File: src/rtl/pipe_stage_skid.sv
// pipe_stage_skid: generic valid/ready pipeline register with an optional
// two-entry skid buffer. The main register always drives the outputs. The
// skid register catches the one extra beat that arrives while in_ready_o is
// still registered high. Bubble cycles zero the KILL_MASK bits of payload_o.
module pipe_stage_skid #(
  parameter int                   PAYLOAD_W = 144,
  parameter logic [PAYLOAD_W-1:0] RESET_VAL = {PAYLOAD_W{1'b0}},
  parameter logic [PAYLOAD_W-1:0] KILL_MASK = {PAYLOAD_W{1'b1}},
  parameter bit                   SKID_EN   = 1'b1
) (
  input  logic                 clk_i,
  input  logic                 rst_i,
  input  logic                 flush_i,
  input  logic                 in_valid_i,
  output logic                 in_ready_o,
  input  logic [PAYLOAD_W-1:0] payload_i,
  output logic                 out_valid_o,
  input  logic                 out_ready_i,
  output logic [PAYLOAD_W-1:0] payload_o,
  output logic [1:0]           occupancy_o
);

  logic [PAYLOAD_W-1:0] w_main;
  logic                 w_mainValid;
  logic                 w_accept;
  logic                 w_pop;

  assign w_accept    = in_valid_i & in_ready_o;
  assign w_pop       = w_mainValid & out_ready_i;
  assign out_valid_o = w_mainValid;
  // A bubble still shows stale main data, but control bits are cleared.
  assign payload_o   = w_mainValid ? w_main : (w_main & ~KILL_MASK);

  if (SKID_EN) begin : g_skid
    // occupancy is the state encoding itself: 0, 1 or 2 held entries
    typedef enum logic [1:0] {
      EMPTY = 2'd0,
      ONE   = 2'd1,
      FULL  = 2'd2
    } state_t;

    state_t               r_state;
    logic [PAYLOAD_W-1:0] r_main;
    logic [PAYLOAD_W-1:0] r_skid;
    logic                 r_inReady;

    // Skid FSM: in_ready drops only once the skid slot is in use.
    always_ff @(posedge clk_i) begin
      if (!rst_i || flush_i) begin
        r_state   <= EMPTY;
        r_main    <= RESET_VAL;
        r_skid    <= RESET_VAL;
        r_inReady <= 1'b1;
      end else begin
        case (r_state)
          EMPTY: begin
            if (w_accept) begin
              r_main  <= payload_i;
              r_state <= ONE;
            end
          end
          ONE: begin
            if (w_accept && w_pop) begin
              r_main <= payload_i;
            end else if (w_accept) begin
              r_skid    <= payload_i;
              r_state   <= FULL;
              r_inReady <= 1'b0;
            end else if (w_pop) begin
              r_state <= EMPTY;
            end
          end
          FULL: begin
            if (w_pop) begin
              r_main    <= r_skid;
              r_state   <= ONE;
              r_inReady <= 1'b1;
            end
          end
          default: begin
            r_state   <= EMPTY;
            r_inReady <= 1'b1;
          end
        endcase
      end
    end

    assign w_main      = r_main;
    assign w_mainValid = (r_state != EMPTY);
    assign in_ready_o  = r_inReady;
    assign occupancy_o = r_state;
  end else begin : g_noSkid
    logic [PAYLOAD_W-1:0] r_main;
    logic                 r_mainValid;

    // Single register: refill on accept, otherwise drain on pop.
    always_ff @(posedge clk_i) begin
      if (!rst_i || flush_i) begin
        r_main      <= RESET_VAL;
        r_mainValid <= 1'b0;
      end else if (w_accept) begin
        r_main      <= payload_i;
        r_mainValid <= 1'b1;
      end else if (w_pop) begin
        r_mainValid <= 1'b0;
      end
    end

    assign w_main      = r_main;
    assign w_mainValid = r_mainValid;
    assign in_ready_o  = ~r_mainValid | out_ready_i;
    assign occupancy_o = {1'b0, r_mainValid};
  end

endmodule

File: config.mk
export PLATFORM = sky130hd
export DESIGN_NAME = pipe_stage_skid
export DESIGN_NICKNAME = d
export VERILOG_FILES = /design/src/rtl/pipe_stage_skid.sv
export SDC_FILE = /design/constraint.sdc
export NUM_CORES = 1
export LEC_CHECK = 0
export ABC_AREA = 1
export ABC_CLOCK_PERIOD_IN_PS = 4300
export CAP_MARGIN = 20
export CORE_ASPECT_RATIO = 0.75
export CORE_MARGIN = 5
export CORE_UTILIZATION = 50
export CTS_CLUSTER_SIZE = 12
export DETAILED_ROUTE_END_ITERATION = 7
export PLACE_DENSITY = 0.87
export SLEW_MARGIN = 25
export SYNTH_ARGS = -nofsm -noshare
export SYNTH_HDL_FRONTEND = slang
export SYNTH_SLANG_ARGS = --single-unit
File: constraint.sdc
create_clock -name clk_i -period 4.3 [get_ports clk_i]
set_clock_uncertainty 0.05 [all_clocks]
set_input_delay 0.86 -clock clk_i [delete_from_list [all_inputs] [get_ports clk_i]]
set_output_delay 0.86 -clock clk_i [all_outputs]
set_load 0.1 [all_outputs]
# Yosys cells after proc, flatten, opt, wreduce, memory -nomap -nowiden
# Index checks and enable logic that the tools add are counted.
[word_totals] register_bits=291 in_bits=149 output_inout_bits=148 word_cells=41
[op_classes] eq_ne=8 mux=15 n_bitwise=4 reduce_logical=10
[op_table] cell="2-to-1 mux 144 bit" n=4
[op_table] cell="one-hot mux 144 bit (3 select lines)" n=1
[op_table] cell="AND reduction 4 bit" n=3
[op_table] cell="2-to-1 mux 2 bit" n=5
[op_table] cell="!= test 2 bit, second input constant" n=5
[op_table] cell="one-hot mux 2 bit (3 select lines)" n=1
[op_table] cell="2-to-1 mux 1 bit" n=3
[op_table] cell="!= test 3 bit, second input constant" n=1
[op_table] cell="one-hot mux 1 bit (3 select lines)" n=1
[op_table] cell="AND reduction 3 bit" n=1
[op_table] cell="nonzero test 3 bit" n=1
[op_table] cell="bitwise AND 1 bit" n=2
[op_table] cell="== test 2 x 1 -> 1 bit, second input constant" n=1
[op_table] cell="== test 2 bit, second input constant" n=1
[op_table] cell="zero test 2 bit" n=1
[op_table] cell="NOT 1 bit" n=2
[op_table] cell="nonzero test 2 bit" n=1
[op_table] cell="logical AND 1 bit" n=1
[op_table] cell="zero test 1 bit" n=1
[op_table] cell="logical OR 1 bit" n=1

# Depth between registers and ports, before layout
# Gate-level depths: netlist of run 1.
[depth] depth_word=6 depth_mapped=10

# Worst setup path after synthesis of run 1
# Ideal clock, no wire load.
[synth_timing] kind="register -> output" from="register g_skid.r_state[1], in the netlist occupancy_o[1]" to="output port payload_o[100]" arrival_time_ns=3.030 t_required_ns=3.390 path_slack_ns=0.360 path_stages_with_launch=6 path_cell_list="dfxtp_1 > nor2_1 > clkbuf_1 > buf_2 > buf_2 > nor2_1"
[synth_via] elab_chain_cells=2
[synth_rtl] element="start: declaration" line="42" text="state_t r_state;"
[synth_rtl] element="start signal: assignment" line="50" text="r_state <= EMPTY;"
[synth_rtl] element="start signal: assignment" line="59" text="r_state <= ONE;"
[synth_rtl] element="start signal: assignment" line="67" text="r_state <= FULL;"
[synth_rtl] element="nonzero test 2 bit" line="89" text="assign w_mainValid = (r_state != EMPTY);"
[synth_rtl] element="2-to-1 mux 144 bit" line="32" text="assign payload_o = w_mainValid ? w_main : (w_main & ~KILL_MASK);"
[synth_rtl] element="end: declaration" line="19" text="output logic [PAYLOAD_W-1:0] payload_o,"
# Every way passes these cells.

# Worst setup path after layout of run 1
[layout_timing] from="register g_skid.r_state[1], in the netlist occupancy_o[1]" to="output port payload_o[43]"
# Same word-level chain as after synthesis.

==> results.md, run 1 <==
- Placer Congestion: 0.860
- Sw power: 1.71 mW
- Synthesized Nets: 2,530
- Core Region: 0.0292 sq mm
- Rel. slew slack: 33.1%
- Status: complete, no violations
- CTS max path bufs: 3
- Register Area: 0.00583 sq mm
- Cell Int Power: 4.59 mW
- CP arrival: 3.10 ns
- Vias in the first global route: 14,090
- Mapped Avg Cell Area: 6.24 sq um
- Die height: 159 um
- Synth Flop Type: dfxtp_1
- Clock power share: 39.3%
- CTS H-Tree Depth: 1
- Congestion Overflow GR: 0
- CTS buffer count: 30
- Fin crit share: 93.4%
- Sw Share: 27.2%
- Wire length per cell after detailed routing: 14.1 um
- R2R cell count: 8
- Largest net degree at the start of global routing: 138
- Multi-input logic area: 0.00647 sq mm
- Final wirelength: 41,600 um
- Hold Path Depth: 2
- Synth area leaders: dfxtp_1, inv_1, nand2_1, a21oi_1, nand3_1
- Fraction of layout cells with a size suffix above 1: 7.07%
- Combinational fraction of design power: 15.7%
- Post-CTS sizing: 0
- Sequential Power Share: 45.0%
- FFs w/ async S/R, synth: 0%
- Post-DP Area: 0.0174 sq mm
- Post-CTS setup repair buffer count: 0
- First-pass GRT wire length: 68,100 um
- Sink Count: 291
- Gate Count Post-Synth: 2,381
- Yosys warning count: 0
- Final Cell Area: 0.0184 sq mm
- Met3 usage in global routing: 3.72%
- Root Driver: clkbuf_16
- GRT Total Usage: 23.5%
- Synthesized cell area: 0.0149 sq mm
- Initial antenna violation count: 3
- Sequential cell area fraction in the yosys report: 39.2%
- Port Buf Inserts: 296
- Die area: 0.0333 sq mm
- Reg clk slew, reported paths: 0.06 ns
- Routing usage on met2: 39.0%
- HPWL Detailed: 27,000 um
- Final TNS setup: 0 ns
- Synth area leader: dfxtp_1
- Row cnt: 54
- Final Setup Violations: 0
- Unique masters post-synth: 20
- Ports: 297
- Final Net Count: 2,694
- Vias: 15,121
- DRT antenna net count: 0
- DRT iter0 DRCs: 1,254
- Layer with the highest usage: met2
- Initial core utilization: 50.9%
- Max Clk Rate: 249 MHz
- Drt drc: 0
- Hold buffers post-CTS: 0
- Number of flops mapped to enable cells by yosys: 0
- Final hold vios: 0
- Post-synth top area share: 39.2%
- Met1 track demand over resource: 31.5%
- P_leak: 7.98 nW
- DRT Pass-1 Iters: 8
- Fin crit period: 4.01 ns
- Max-slew violation count: 0
- Die Width: 209 um
- RSZ-0062 raised after global routing: no
- Data required time of the worst path: 3.39 ns
- Vias per cell: 5.12
- Peak VDD IR: 268 uV
- # diodes: 0
- Critical Path Fanout Max: 63
- CTS tree: built
- Worst hold path type: flop to flop
- #FFs+latches synth: 291
- Top-count cell post-synth: inv_1
- Startpoint Class: flop
- Clk_lat worst skew: 0.54 ns
- Pwr per Cell Area: 343 mW/mm^2
- Synth cell count leaders: inv_1, nand2_1, nor2_1, dfxtp_1, a21oi_1
- Fill cell count: 2,570
- Setup crit end kind: output port
- Max_cap viols: 0
- Setup CP Type: flop to output port
- Area Overhead vs Synth: 23.6%
- Worst Max-Slew Pin Slew: 1.00 ns
[cell usage in the layout, fill, tap and decap left out]
cell type        count
a21oi_1            289
buf_12               8
buf_4              119
buf_6                2
clkbuf_1             8
clkbuf_16           31
clkbuf_8             8
clkdlybuf4s50_1    191
dfxtp_1            290
dfxtp_4              1
inv_1              439
inv_4                1
inv_8                2
nand2_1            438
nand2_2              1
nand2_4              1
nand2_8              1
nand3_1            288
nand3_2              2
nand3_4              1
nand4_1              1
nor2_1             290
nor2_4               3
o21ai_0            120
o21ai_1             26
[layout make-up]
cell class                      count  share of cell area (%)
Clock buffer                       47                    4.99
Inverter                          441                    9.07
Timing Repair Buffer              320                    16.3
Tap cell                          392                    2.67
Clock inverter                      1                  0.0613
Multi-Input combinational cell   1461                    35.2
Sequential cell                   291                    31.7
[power groups by stage]
stage	Sequential (mW)	Combinational [mW]	Clock (mW)
finish	2.84	0.990	2.48
global route	2.85	1.10	2.64
CTS	2.84	0.988	2.53
detailed placement	2.90	0.984	0
global placement	2.89	0.966	0
floorplan	2.89	0.696	0
[sequential cells by signal, indices dropped and copies added, names as in the netlist]
name and cells:
g_skid.r_main 144, in_ready_o 1, g_skid.r_skid 144, occupancy_o 2
[critical path, stage by stage, from the launching register on]
cell	delay (ns)
dfxtp_4	0.83
nor2_4	0.34
nor2_1	0.19
clkdlybuf4s50_1	1.16
[path summary, 6_finish.rpt]
kind                      from                end  slack [ns]
max             occupancy_o[1]      payload_o[43]        0.29
min          g_skid.r_skid[23]  g_skid.r_skid[23]        0.39
max reg2reg     occupancy_o[1]  g_skid.r_main[68]        0.86
min reg2reg  g_skid.r_skid[23]  g_skid.r_skid[23]        0.39
[cell families after synthesis]
kind of cell	after synthesis	share of synthesized area, %
flip-flops	291	39.2
AO/OA/AOI/OAI	435	14.7
buffers and inverters	629	17.5
AND/OR/NAND/NOR	1026	28.6
[layer usage]
| metal | share of wire, % | wire, um |
|---|---|---|
| met5 | 0.091 | 38 |
| met3 | 7.3 | 3010 |
| met2 | 47 | 19400 |
| met4 | 3.1 | 1300 |
| met1 | 43 | 17800 |
[per-stage QoR]
| step | util, % | power [mW] | hold slack, ns | cells | setup WS, ns |
|---|---|---|---|---|---|
| 2_1_floorplan | - | 3.58 | 0.374 | 2381 | 0.360 |
| 3_3_place_gp | 59.7 | 3.86 | 0.379 | 2905 | 0.880 |
| 3_5_place_dp | 59.7 | 3.88 | 0.384 | 2905 | 0.812 |
| 4_1_cts | 62.9 | 6.35 | 0.393 | 2953 | 0.223 |
| 5_1_grt | 62.9 | 6.58 | 0.407 | 2953 | 0.0928 |
| 6_report | 62.9 | 6.30 | 0.392 | 2953 | 0.285 |
(Power assumes the default switching activity.)
==> run 2: changes to the inputs <==
- PLACE_DENSITY: 0.87 -> 0.9
==> run 2 against run 1 <==
Final area shrank 0.33%. Combinational power rose by 0.9%. Highest routed layer is now met4. Die area unchanged. Final cell count is 0.17% higher. First-iteration DRC count rose by 9.4%. Non-clock buffer count increased by 4. Sequential power barely moved. Clock power grew 2%. Critical path depth grew 1.
==> results.md, run 2 (synthesis gave the netlist of run 1 again) <==
- CTS buffer count: 30 (unchanged)
- Area Overhead vs Synth: 23.2%
- R2R setup slack: 1.54 ns (+0.68 ns)
- Root Driver: clkbuf_16
- Most common cell after layout, fill and taps aside: inv_1
- Ports: 297 (unchanged)
- Data required time of the worst path: 3.39 ns (about the same)
- Fraction of layout cells with a size suffix above 1: 8.85% (+1.8 points)
- Slowest stage cell, crit path: buf_4
- Peak per-stage delay on the critical path: 0.74 ns (-0.42 ns)
- Status: complete, no violations
- DRT antenna net count: 0 (unchanged)
- DRT Pass-1 Iters: 6 (-2)
- Drt drc: 0 (unchanged)
- Placer Congestion: 0.832 (-3.2%)
- Worst path depth: 4 (+1)
- DRT iter0 DRCs: 1,372 (+9.4%)
- CTS max path bufs: 3 (unchanged)
- First-pass GRT wire length: 69,300 um (+1.8%)
- Reg-to-reg endpoint: g_skid.r_main[40]
- Vias in the first global route: 14,010 (-0.57%)
- Largest net degree at the start of global routing: 131 (-5.1%)
- Final wirelength: 42,500 um (+2.2%)
- Hold buffers post-CTS: 0 (unchanged)
- HPWL Detailed: 27,100 um (+0.26%)
- RSZ-0062 raised after global routing: no
- Max-slew violation count: 0 (unchanged)
- Startpoint Class: flop
- Max Clk Rate: 290 MHz (+16%)
- Rel. slew slack: 35.1% (+1.9 points)
- GRT Total Usage: 24.0% (+0.51 points)
- Clk_lat worst skew: 0.55 ns (about the same)
- CTS H-Tree Depth: 1 (unchanged)
- Die area: 0.0333 sq mm (unchanged)
- Most frequent CP cell: buf_4
- Final TNS setup: 0 ns (unchanged)
- Post-CTS setup repair buffer count: 0 (unchanged)
- Reg clk slew, reported paths: 0.06 ns (about the same)
- Vias per cell: 5.13 (+0.25%)
- Reg2reg start: occupancy_o[1]
- Critical Path Fanout Max: 81 (+29%)
- Worst path buffer plus inverter count: 2 (+1)
- Initial antenna violation count: 0 (-3)
- Tot Pwr: 6.35 mW (+0.75%)
- Setup crit end kind: output port
- Most frequent cells in the layout: inv_1, nand2_1, nor2_1, dfxtp_1, a21oi_1
- # diodes: 0 (unchanged)
- Die height: 159 um (unchanged)
- Sink Count: 291 (unchanged)
- Max_cap viols: 0 (unchanged)
- Wire length per cell after detailed routing: 14.4 um (+2.0%)
- Hold path endpoint: g_skid.r_skid[37]
- Pwr per Cell Area: 347 mW/mm^2 (+1.1%)
- Worst hold path type: flop to flop
- Vias: 15,184 (+0.42%)
- Final hold vios: 0 (unchanged)
- Congestion Overflow GR: 0 (unchanged)
- CP cell instances: nor2_4 > buf_4 > nor2_1 > buf_4
- Initial core utilization: 50.9% (unchanged)
- Final Setup Violations: 0 (unchanged)
- R2R cell count: 9 (+1)
- P_leak: 8.09 nW (+1.4%)
- CTS tree: built
- Fill cell count: 2,530 (-1.6%)
- CP arrival: 2.54 ns (-0.56 ns)
- Worst Max-Slew Pin Slew: 0.971 ns (-0.0292 ns)
- Fin Hold WS: 0.394 ns (+0.00198 ns)
- Fin crit share: 80.2% (-13 points)
- Port Buf Inserts: 296 (unchanged)
- Cell family with most CP delay: buffers and inverters
- Die Width: 209 um (unchanged)
- Final Core Density: 62.7% (-0.21 points)
- Setup CP Type: flop to output port
- Final Net Count: 2,698 (+0.15%)
- Row cnt: 54 (unchanged)
- Core Region: 0.0292 sq mm (unchanged)
- Peak VDD IR: 333 uV (+24%)
- Fin crit period: 3.45 ns (-0.566 ns)
- Post-CTS sizing: 0 (unchanged)
- Worst Min Path Start: g_skid.r_skid[37]
- Hold Path Depth: 2 (unchanged)
-- run 2: routing by layer --
metal | GRT usage (%) | vias to the layer above | share of wire [%]
met5 | 0 | - | 0
met4 | 6.20 | 0 | 2.4
met3 | 4.20 | 84 | 7.7
met2 | 39.3 | 600 | 46
met1 | 33.0 | 6861 | 44
li1 | - | 7639 | -
-- run 2: where the power goes --
group / switching (mW) / internal [mW] / total [mW]
registers: 0.0492 / 2.79 / 2.84
clock network: 1.05 / 1.47 / 2.52
logic: 0.638 / 0.361 / 0.999
total: 1.74 / 4.61 / 6.35
-- run 2: how the worst max path moves through the flow --
stage,startpoint,endpoint
6_report,occupancy_o[0],payload_o[102]
5_1_grt,occupancy_o[0],payload_o[102]
4_1_cts,occupancy_o[0],payload_o[102]
3_5_place_dp,in_valid_i,g_skid.r_skid[55]
3_3_place_gp,in_valid_i,g_skid.r_skid[55]
2_1_floorplan,occupancy_o[1],payload_o[100]
-- run 2: final cells by class --
class / instances / area, sq um / area share (%)
Multi-Input combinational cell: 1461 / 6470 / 35.3
Sequential cell: 291 / 5830 / 31.8
Timing Repair Buffer: 324 / 2920 / 16.0
Inverter: 441 / 1670 / 9.10
Clock buffer: 45 / 888 / 4.85
Tap cell: 392 / 490 / 2.68
Clock inverter: 4 / 45.0 / 0.246
-- run 2: metrics by stage --
stage          area (sq um)  instances  worst slack, ns
2_1_floorplan         14900       2381            0.360
3_3_place_gp          17400       2909             1.20
3_5_place_dp          17400       2909             1.15
4_1_cts               18300       2958            0.843
5_1_grt               18300       2958            0.741
6_report              18300       2958            0.852
-- run 2: worst register-to-register path, delay by kind of cell, from the launching register on --
kind	cells	cell delay [ns]
flops	1	0.37
buf+inv	3	1.24
simple gates	6	0.98
